### src/rtl/vga_capture_if.sv
// Pin bundle between the incoming VGA link and the capture block's framebuffer
// write port. The capture block is the master; whoever feeds video and consumes writes is the slave.
interface vga_capture_if;
  logic       hsync_in;
  logic       vsync_in;
  logic [7:0] red_in;
  logic [7:0] green_in;
  logic [7:0] blue_in;
  logic       wr_en;
  logic [9:0] wr_x;
  logic [9:0] wr_y;
  logic [7:0] wr_data;
  logic       locked;
  logic       frame_done;
  logic       sync_err;

  modport master (
    input  hsync_in, vsync_in, red_in, green_in, blue_in,
    output wr_en, wr_x, wr_y, wr_data, locked, frame_done, sync_err
  );

  modport slave (
    output hsync_in, vsync_in, red_in, green_in, blue_in,
    input  wr_en, wr_x, wr_y, wr_data, locked, frame_done, sync_err
  );
endinterface

### src/rtl/vga_capture.sv
// VGA receive side: recovers pixel coordinates from hsync/vsync, qualifies the
// timing with a lock FSM and issues one packed RRRGGGBB framebuffer write per active pixel.
//   state    | meaning
//   UNLOCKED | waiting for a vsync rise to start qualifying frames
//   CHECKING | counting consecutive conforming frames
//   LOCKED   | timing trusted, active pixels are written
module vga_capture #(
  parameter int H_ACTIVE    = 640,
  parameter int H_TOTAL     = 800,
  parameter int H_OFFSET    = 48,
  parameter int V_ACTIVE    = 480,
  parameter int V_TOTAL     = 525,
  parameter int V_OFFSET    = 33,
  parameter int LOCK_FRAMES = 2
) (
  input  logic          clock,
  input  logic          reset,
  vga_capture_if.master bus
);
  localparam int GW = $clog2(LOCK_FRAMES + 1);
  localparam logic [10:0]   H_LO   = 11'(H_OFFSET);
  localparam logic [10:0]   H_HI   = 11'(H_OFFSET + H_ACTIVE);
  localparam logic [11:0]   H_PER  = 12'(H_TOTAL);
  localparam logic [9:0]    V_LO   = 10'(V_OFFSET);
  localparam logic [9:0]    V_HI   = 10'(V_OFFSET + V_ACTIVE);
  localparam logic [10:0]   V_PER  = 11'(V_TOTAL);
  localparam logic [9:0]    X_LAST = 10'(H_ACTIVE - 1);
  localparam logic [9:0]    Y_LAST = 10'(V_ACTIVE - 1);
  localparam logic [GW-1:0] G_LOCK = GW'(LOCK_FRAMES);

  typedef enum logic [1:0] {UNLOCKED, CHECKING, LOCKED} lock_state_t;

  lock_state_t state;
  logic [GW-1:0] good_cnt;

  logic       hs_q, vs_q, hs_prev, vs_prev;
  logic [7:0] red_q, green_q, blue_q;
  logic       h_seen, v_seen;
  logic [10:0] hcnt, hcnt_cur;
  logic [11:0] hcnt_inc;
  logic [9:0]  lcnt, lcnt_cur;
  logic [10:0] lines_seen;
  logic        h_rise, v_rise, line_err, frame_err, err;
  logic        h_act, v_act;
  logic [9:0]  col, row;
  logic [7:0]  pixel;
  logic        unused_bits;

  assign h_rise = hs_q & ~hs_prev;
  assign v_rise = vs_q & ~vs_prev;

  // hcnt_cur/lcnt_cur are the coordinates belonging to the sample held in the input registers
  assign hcnt_inc   = {1'b0, hcnt} + 12'd1;
  assign hcnt_cur   = h_rise ? 11'd0 : ((&hcnt) ? hcnt : hcnt_inc[10:0]);
  assign lcnt_cur   = v_rise ? 10'd0 : ((h_rise && !(&lcnt)) ? lcnt + 10'd1 : lcnt);
  assign lines_seen = {1'b0, lcnt} + {10'd0, h_rise};

  assign line_err  = h_rise & h_seen & (hcnt_inc != H_PER);
  assign frame_err = v_rise & v_seen & (lines_seen != V_PER);
  assign err       = line_err | frame_err;

  assign h_act = (hcnt_cur >= H_LO) && (hcnt_cur < H_HI);
  assign v_act = (lcnt_cur >= V_LO) && (lcnt_cur < V_HI);
  assign col   = hcnt_cur[9:0] - H_LO[9:0];
  assign row   = lcnt_cur - V_LO;
  assign pixel = {red_q[7:5], green_q[7:5], blue_q[7:6]};

  assign unused_bits = ^{red_q[4:0], green_q[4:0], blue_q[5:0]};

  always_ff @(posedge clock or negedge reset) begin
    if (!reset) begin
      hs_q    <= 1'b1;
      vs_q    <= 1'b1;
      hs_prev <= 1'b1;
      vs_prev <= 1'b1;
      red_q   <= '0;
      green_q <= '0;
      blue_q  <= '0;
      hcnt    <= '0;
      lcnt    <= '0;
      h_seen  <= 1'b0;
      v_seen  <= 1'b0;
    end else begin
      hs_q    <= bus.hsync_in;
      vs_q    <= bus.vsync_in;
      hs_prev <= hs_q;
      vs_prev <= vs_q;
      red_q   <= bus.red_in;
      green_q <= bus.green_in;
      blue_q  <= bus.blue_in;
      hcnt    <= hcnt_cur;
      lcnt    <= lcnt_cur;
      if (h_rise) h_seen <= 1'b1;
      if (v_rise) v_seen <= 1'b1;
    end
  end

  always_ff @(posedge clock or negedge reset) begin
    if (!reset) begin
      state          <= UNLOCKED;
      good_cnt       <= '0;
      bus.locked     <= 1'b0;
      bus.sync_err   <= 1'b0;
      bus.wr_en      <= 1'b0;
      bus.frame_done <= 1'b0;
      bus.wr_x       <= '0;
      bus.wr_y       <= '0;
      bus.wr_data    <= '0;
    end else begin
      bus.sync_err   <= err;
      bus.wr_en      <= 1'b0;
      bus.frame_done <= 1'b0;
      case (state)
        UNLOCKED: begin
          if (v_rise) begin
            state    <= CHECKING;
            good_cnt <= '0;
          end
        end
        CHECKING: begin
          if (err) begin
            state <= UNLOCKED;
          end else if (v_rise) begin
            good_cnt <= good_cnt + GW'(1);
            if (good_cnt + GW'(1) == G_LOCK) begin
              state      <= LOCKED;
              bus.locked <= 1'b1;
            end
          end
        end
        LOCKED: begin
          if (err) begin
            state      <= UNLOCKED;
            bus.locked <= 1'b0;
          end
        end
        default: begin
          state      <= UNLOCKED;
          bus.locked <= 1'b0;
        end
      endcase
      // the erroring sample itself is never written, so writes stop the cycle sync_err shows
      if (state == LOCKED && !err && h_act && v_act) begin
        bus.wr_en      <= 1'b1;
        bus.wr_x       <= col;
        bus.wr_y       <= row;
        bus.wr_data    <= pixel;
        bus.frame_done <= (col == X_LAST) && (row == Y_LAST);
      end
    end
  end
endmodule

### src/flat_wrapper.sv
// flat-port wrapper written by rule: the top's interface ports become plain ports
module vga_capture_flat 
#(
  parameter int H_ACTIVE    = 640,
  parameter int H_TOTAL     = 800,
  parameter int H_OFFSET    = 48,
  parameter int V_ACTIVE    = 480,
  parameter int V_TOTAL     = 525,
  parameter int V_OFFSET    = 33,
  parameter int LOCK_FRAMES = 2
)
  (clock, reset, bus_hsync_in, bus_vsync_in, bus_red_in, bus_green_in, bus_blue_in, bus_wr_en, bus_wr_x, bus_wr_y, bus_wr_data, bus_locked, bus_frame_done, bus_sync_err);
  vga_capture_if bus_i ();
  input  logic clock;
  input  logic reset;
  input wire logic [$bits(bus_i.hsync_in)-1:0] bus_hsync_in;
  input wire logic [$bits(bus_i.vsync_in)-1:0] bus_vsync_in;
  input wire logic [$bits(bus_i.red_in)-1:0] bus_red_in;
  input wire logic [$bits(bus_i.green_in)-1:0] bus_green_in;
  input wire logic [$bits(bus_i.blue_in)-1:0] bus_blue_in;
  output wire logic [$bits(bus_i.wr_en)-1:0] bus_wr_en;
  output wire logic [$bits(bus_i.wr_x)-1:0] bus_wr_x;
  output wire logic [$bits(bus_i.wr_y)-1:0] bus_wr_y;
  output wire logic [$bits(bus_i.wr_data)-1:0] bus_wr_data;
  output wire logic [$bits(bus_i.locked)-1:0] bus_locked;
  output wire logic [$bits(bus_i.frame_done)-1:0] bus_frame_done;
  output wire logic [$bits(bus_i.sync_err)-1:0] bus_sync_err;
  assign bus_i.hsync_in = bus_hsync_in;
  assign bus_i.vsync_in = bus_vsync_in;
  assign bus_i.red_in = bus_red_in;
  assign bus_i.green_in = bus_green_in;
  assign bus_i.blue_in = bus_blue_in;
  assign bus_wr_en = bus_i.wr_en;
  assign bus_wr_x = bus_i.wr_x;
  assign bus_wr_y = bus_i.wr_y;
  assign bus_wr_data = bus_i.wr_data;
  assign bus_locked = bus_i.locked;
  assign bus_frame_done = bus_i.frame_done;
  assign bus_sync_err = bus_i.sync_err;
  vga_capture #(.H_ACTIVE(H_ACTIVE), .H_TOTAL(H_TOTAL), .H_OFFSET(H_OFFSET), .V_ACTIVE(V_ACTIVE), .V_TOTAL(V_TOTAL), .V_OFFSET(V_OFFSET), .LOCK_FRAMES(LOCK_FRAMES)) u_core (.clock(clock), .reset(reset), .bus(bus_i));
endmodule
### config.mk
export PLATFORM = sky130hd
export DESIGN_NAME = vga_capture_flat
export DESIGN_NICKNAME = d
export VERILOG_FILES = /design/src/rtl/vga_capture_if.sv /design/src/rtl/vga_capture.sv /design/src/flat_wrapper.sv
export SDC_FILE = /design/constraint.sdc
export NUM_CORES = 1
export LEC_CHECK = 0
export BUFFER_PORTS_ARGS = -buffer_cell sky130_fd_sc_hd__buf_2
export CORE_MARGIN = 8
export CORE_UTILIZATION = 30
export DETAILED_ROUTE_END_ITERATION = 12
export PLACE_DENSITY = 0.59
export SYNTH_ARGS = -nofsm -noshare
export SYNTH_HDL_FRONTEND = slang
export SYNTH_SLANG_ARGS = --single-unit
### constraint.sdc
create_clock -name clock -period 3.65 [get_ports clock]
set_clock_uncertainty 0.1 [all_clocks]
set_input_delay 0.5475 -clock clock [delete_from_list [all_inputs] [get_ports clock]]
set_output_delay 0.5475 -clock clock [all_outputs]
set_load 0.02 [all_outputs]
==> Word level (Yosys, flattened, before mapping) <==
Cells that the tools add are included.
{ "word_totals": {"register_bits": 87, "out_inout_bits": 32, "word_cells": 91, "in_bits": 28} }
{ "op_classes": {"reduce_logical": 16, "n_mux": 21, "eq_ne": 14, "addsub": 6, "n_lt_le_gt_ge": 4, "bitwise_logic": 10} }
{ "ops": {"columns": ["op", "n"], "rows": [
  ["11-bit two-way mux", 2],
  ["10-bit two-way mux", 2],
  ["10-bit by 6-bit subtractor with 10-bit output (second input constant)", 2],
  ["2-bit two-way mux", 8],
  ["11-bit by 1-bit adder with 12-bit output (second input constant)", 1],
  ["12-bit by 10-bit != test with 1-bit output (second input constant)", 1],
  ["10-bit by 1-bit adder with 11-bit output", 1],
  ["11-bit by 6-bit >= comparator with 1-bit output (second input constant)", 1],
  ["11-bit by 10-bit less-than comparator with 1-bit output (second input constant)", 1],
  ["11-bit by 10-bit != test with 1-bit output (second input constant)", 1],
  ["11-bit AND reduction", 1],
  ["10-bit by 1-bit adder with 10-bit output (second input constant)", 1],
  ["10-bit == test (second input constant)", 1],
  ["10-bit by 9-bit == test with 1-bit output (second input constant)", 1],
  ["10-bit by 6-bit >= comparator with 1-bit output (second input constant)", 1],
  ["10-bit less-than comparator (second input constant)", 1],
  ["10-bit AND reduction", 1],
  ["2-bit by 1-bit != test with 1-bit output (second input constant)", 4],
  ["4-bit AND reduction", 2],
  ["1-bit logical AND", 7],
  ["1-bit AND", 6],
  ["1-bit two-way mux", 6],
  ["3-bit by 1-bit != test with 1-bit output (second input constant)", 2],
  ["2-bit case mux with 3 select lines", 1],
  ["other kinds (12)", 16]
]} }

==> Longest topological paths before layout <==
{ "depth": {"ltp_word": 11, "depth_mapped": 18, "depth_no_buf": 15} }

==> Least setup slack after synthesis <==
OpenSTA, ideal clock, no wires.
{ "synth_path": {"path_kind": "reg2reg", "start": "register u_core.hs_q", "end": "register u_core.bus.wr_y[4]", "setup_slack_ns": -0.200, "stages_incl_launch_ff": 19, "setup_time_ns": 0.125, "arrival_ns": 3.625, "required_time_ns": 3.425, "path_buffers": 4, "period_less_slack_ns": 3.850, "cell_sequence": "dfstp_2 > nand2b_1 > clkbuf_1 > inv_2 > buf_1 > nand2_1 > mux2i_1 > or2_2 > ha_1 > inv_1 > a311oi_1 > o22ai_1 > or2_2 > o21ai_0 > a311oi_4 > nand2_2 > buf_6 > buf_6 > mux2_4"} }
{ "synth_via": {"elab_chain_len": 9, "word_cells_on_any_way": 22, "cone_classes": "add/sub: 2; order compare: 4; eq/ne: 1; mux: 3; bitwise: 5; reduce/logical: 7"} }
{ "synth_rtl": {"columns": ["item", "line", "rtl"], "rows": [
  ["start: declaration", "vga_capture.sv:36", "logic hs_q, vs_q, hs_prev, vs_prev;"],
  ["start signal: assignment", "vga_capture.sv:84", "hs_q <= bus.hsync_in;"],
  ["1-bit AND *", "vga_capture.sv:49", "assign h_rise = hs_q & ~hs_prev;"],
  ["named net u_core.h_rise", "vga_capture.sv:43", "logic h_rise, v_rise, line_err, frame_err, err;"],
  ["10-bit by 1-bit adder with 11-bit output", "vga_capture.sv:56", "assign lines_seen = {1'b0, lcnt} + {10'd0, h_rise};"],
  ["11-bit by 10-bit != test with 1-bit output", "vga_capture.sv:59", "assign frame_err = v_rise & v_seen & (lines_seen != V_PER);"],
  ["1-bit AND", "vga_capture.sv:59", null],
  ["1-bit OR", "vga_capture.sv:60", "assign err = line_err | frame_err;"],
  ["1-bit logical NOT", "vga_capture.sv:143", "if (state == LOCKED && !err && h_act && v_act) begin"],
  ["1-bit logical AND (3 in a row)", "vga_capture.sv:143", null],
  ["end signal: assignment", "vga_capture.sv:146", "bus.wr_y <= row;"],
  ["end: declaration", "vga_capture_if.sv:19", "output wr_en, wr_x, wr_y, wr_data, locked, frame_done, sync_err"]
]} }
Mark *: on every way through the listed nets, which the timed path passes. The rest lies on a longest branch.
A chain may end at the register's enable or synchronous reset.

==> Worst setup path after layout <==
{ "layout_path": {"start": "register u_core.lcnt[1]", "end": "register u_core.bus.wr_data[5]"} }
{ "layout_via": {"elab_chain_len": 8, "word_cells_on_any_way": 17, "cone_classes": "add/sub: 2; order compare: 2; eq/ne: 1; mux: 2; bitwise: 2; reduce/logical: 8"} }
{ "layout_rtl": {"columns": ["item", "line", "rtl"], "rows": [
  ["start: declaration", "vga_capture.sv:41", "logic [9:0] lcnt, lcnt_cur;"],
  ["start signal: assignment", "vga_capture.sv:92", "lcnt <= lcnt_cur;"],
  ["parallel branches: the longest is 7 deep, another holds 10-bit by 1-bit adder with 10-bit output", null, null],
  ["1-bit logical AND *", "vga_capture.sv:143", null],
  ["end signal: assignment", "vga_capture.sv:147", "bus.wr_data <= pixel;"],
  ["end: declaration", "vga_capture_if.sv:19", null]
]} }
Mark *: on every way between the ends.

==> impl_metrics.toml <==
[clock_network]
cts_hold_buf = 0
clockBufferDepth = 2
path_clk_slew_ps = 60
insertion_delay_ps = 330
cts_buffers = 9
cts_max_level = 3
cts_sinks = 71
cts_tree = "yes"
cts-root-buf = "clkbuf_16"

[global_routing]
grt_max_degree = 30
grt_overflow_total = 0
first_global_vias = 3318
antenna_found_initial = 0
grt_pass1_wl_um = 16500
grt_use_total_pct = 12.3

[layout]
final_util_pct = 39.1
multiInputGateArea_um2 = 2050
nets = 512
syn2layout_area_growth_pct = 28.8
finalInstanceArea_um2 = 5090
antenna_cells = 0
drive_gt1_share_pct = 35.9
register_area_um2 = 1780
fill_cells = 1320

[pwr]
combPwrFrac_pct = 20.6
power_switching_w = 0.000598
p_leak_nw = 2.49
power_frac_seq_pct = 40.3
switching_share_pct = 28.3
clockPowerShare_pct = 39.1
intPower_w = 0.00151
vdd_drop_max_uv = 235
power_density_nw_per_um2 = 415

[timing]
worst_pin_slew_ps = 643
max_freq_mhz = 285
post-route-period-util_pct = 96.3
fin_crit_ps = 3510
final_max_slew_viol_count = 0
setup_viol = 0
hold_violations = 0
slew_headroom_pct = 57.1

[logic_synthesis]
yosysTopAreaCellShare_pct = 42.4
yosysMostFrequentCell = "dfrtp_1"
synth_flop_cell = "dfrtp_1"
ys_ff_latch = 71
synth-edff-count = 0
netlist_area_um2 = 3950
syn_inst = 383
ys_types = 73
yosysWarningCount = 0
synth_nets = 421
synth_common_cells = "dfrtp_1, nand2_1, nor2_1"
synth_top_area_cell = "dfrtp_1"
synth_area_per_cell_um2 = 10.3
postSynth.asyncResetShare_pct = 100
yosysSeqAreaShare_pct = 45.1
synth.area.top_cells = "dfrtp_1, mux2_2, mux2i_1"

[detailed_routing]
detail_route.first_pass.iterations = 5
totalWireLength_um = 10300
drt_iter0_drc = 297
post_drt_via_cell_ratio = 5.00
wl_per_cell_um = 15.7
postRouteAntennaNets = 0
drc = 0
dr_total_vias = 3275

[placement]
place_area_um2 = 4720
port_buffers = 43
hpwlAfterDp_um = 7570
gp_congestion = 0.866

[worst_setup_path]
required_ps = 3770
cp_slowest_cell = "dfrtp_1"
cp_data_arrival_time_ps = 3630
crit_fanout = 8
worst-path-buf-inv = 2
crit_family = "simple AND/OR/NAND/NOR gates"
slowest_delay_ps = 400
crit_type = "register to register"
crit_top_cell = "or2_2"
start_kind = "register"
cp_cell_sequence = "ha_4 -> and3_4 -> nand3_1 -> nand2_2 -> mux2i_1 -> or2_2 -> ha_2 -> inv_1 -> a311oi_2 -> o22ai_2 -> or2_2 -> o21ai_2 -> a311oi_4 -> nand2_4 -> clkbuf_16 -> mux2_2"
worstSetupEndpointType = "register"

[flow_run]
drv_cap = 0

[min_path]
hp-class = "input port to asynchronous set/reset pin"

[floorplanning]
start_util_pct = 30.3
fp-row-count = 42
die_area_um2 = 17100
die_y_um = 131
coreArea_um2 = 13000
dieWidth_um = 131
ios = 60

[status]
run_status = "finished clean"
state kept, by name (all words and copies together), names as in the netlist, 2 cells and up:
register / flops
u_core.bus.wr_y: 10
u_core.bus.wr_data: 8
u_core.red_q: 3
u_core.state: 2
u_core.good_cnt: 2
u_core.green_q: 3
u_core.bus.wr_x: 10
u_core.lcnt: 10
u_core.blue_q: 2
u_core.hcnt: 11
path summary, 6_finish.rpt:
path | slack [ps] | from | endpoint | depth (start not counted)
setup / recovery | 140 | u_core.lcnt[1]$_DFF_PN0_ | u_core.bus.wr_data[5]$_DFFE_PN0P_ | 16
hold / removal | 140 | reset | u_core.bus.wr_y[7]$_DFFE_PN0P_ | 1
setup reg to reg | 140 | u_core.lcnt[1]$_DFF_PN0_ | u_core.bus.wr_data[5]$_DFFE_PN0P_ | 16
hold reg to reg | 270 | u_core.vs_q$_DFF_PN1_ | u_core.vs_prev$_DFF_PN1_ | 0
max in group asynchronous | 2550 | reset | u_core.red_q[5]$_DFF_PN0_ | 2
min in group clock | 220 | bus_red_in[5] | u_core.red_q[5]$_DFF_PN0_ | 1
final cells by class:
type                       instances  share of cell area, %
clock buffer                      12                   5.04
clock inverter                     4                  0.565
inverter                          22                   1.62
multi-input combinational        272                   40.3
sequential                        71                   35.0
tap                              176                   4.32
timing repair buffer              98                   13.2
cell usage in the layout (no fill, tap or decap), types with 10 or more instances in the layout:
cell type / netlist / routed
nor2_1: 22 / 22
buf_4: 1 / 52
dfrtp_1: 67 / 67
clkbuf_16: 0 / 10
nand2_1: 32 / 31
buf_2: 7 / 43
mux2_2: 19 / 19
xnor2_1: 11 / 11
mux2i_1: 14 / 14
a21oi_1: 18 / 17
nand3_1: 12 / 12
inv_1: 19 / 19
worst register-to-register path: stages, from the launching register on:
cell and delay [ps]:
dfrtp_1 400, ha_4 180, and3_4 190, nand3_1 120
nand2_2 100, mux2i_1 170, or2_2 140, ha_2 190
inv_1 70, a311oi_2 260, o22ai_2 140, or2_2 320
o21ai_2 200, a311oi_4 140, nand2_4 180, clkbuf_16 180
mux2_2 330
layer usage:
layer  global-route usage (%)  up-vias  wire, um
met1                     15.9     1612      4870
met5                        0        -         0
met3                     2.76       12       434
met4                     4.05        0       125
met2                     19.8       72      4830
li1                         -     1579         -
metrics by stage:
| stage | instances | worst slack (ps) | setup TNS [ps] | hold WS (ps) | power, W |
|---|---|---|---|---|---|
| finish | 655 | 137 | 0 | 143 | 0.00211 |
| global placement | 637 | -134 | -134 | 264 | 0.00127 |
| floorplan | 383 | 52.0 | 0 | 152 | 0.00108 |
| global route | 655 | -14.5 | -56.4 | 199 | 0.00221 |
| CTS | 653 | 37.5 | 0 | 163 | 0.00211 |
| detailed placement | 637 | -125 | -125 | 268 | 0.00127 |
cells by family (layout without fill, tap and decap cells):
logic type               Yosys count  in the layout  synth area share [%]
adder cells (fa/ha/maj)           10             10                  3.16
AO/OA/AOI/OAI                     72             72                  13.4
buffers and inverters             40            136                  4.49
XOR/XNOR                          14             14                  3.10
multiplexers                      37             37                  10.5
AND/OR/NAND/NOR                  139            139                  20.3
flip-flops                        71             71                  45.1
repair_timing:
action	4_1_cts	5_1_grt
cloned	0	1
buffers inserted	0	1
pin swaps	0	6
setup endpoints to repair	1	26
resized for setup	2	12
power groups by stage:
| stage | logic [W] | registers [W] | clock network [W] |
|---|---|---|---|
| 4_1_cts | 0.000417 | 0.000848 | 0.000841 |
| 3_3_place_gp | 0.000410 | 0.000861 | 0 |
| 6_report | 0.000435 | 0.000851 | 0.000826 |
| 5_1_grt | 0.000481 | 0.000856 | 0.000873 |
| 2_1_floorplan | 0.000216 | 0.000868 | 0 |
| 3_5_place_dp | 0.000410 | 0.000862 | 0 |
Note: power is estimated with default switching activity, not from simulation.
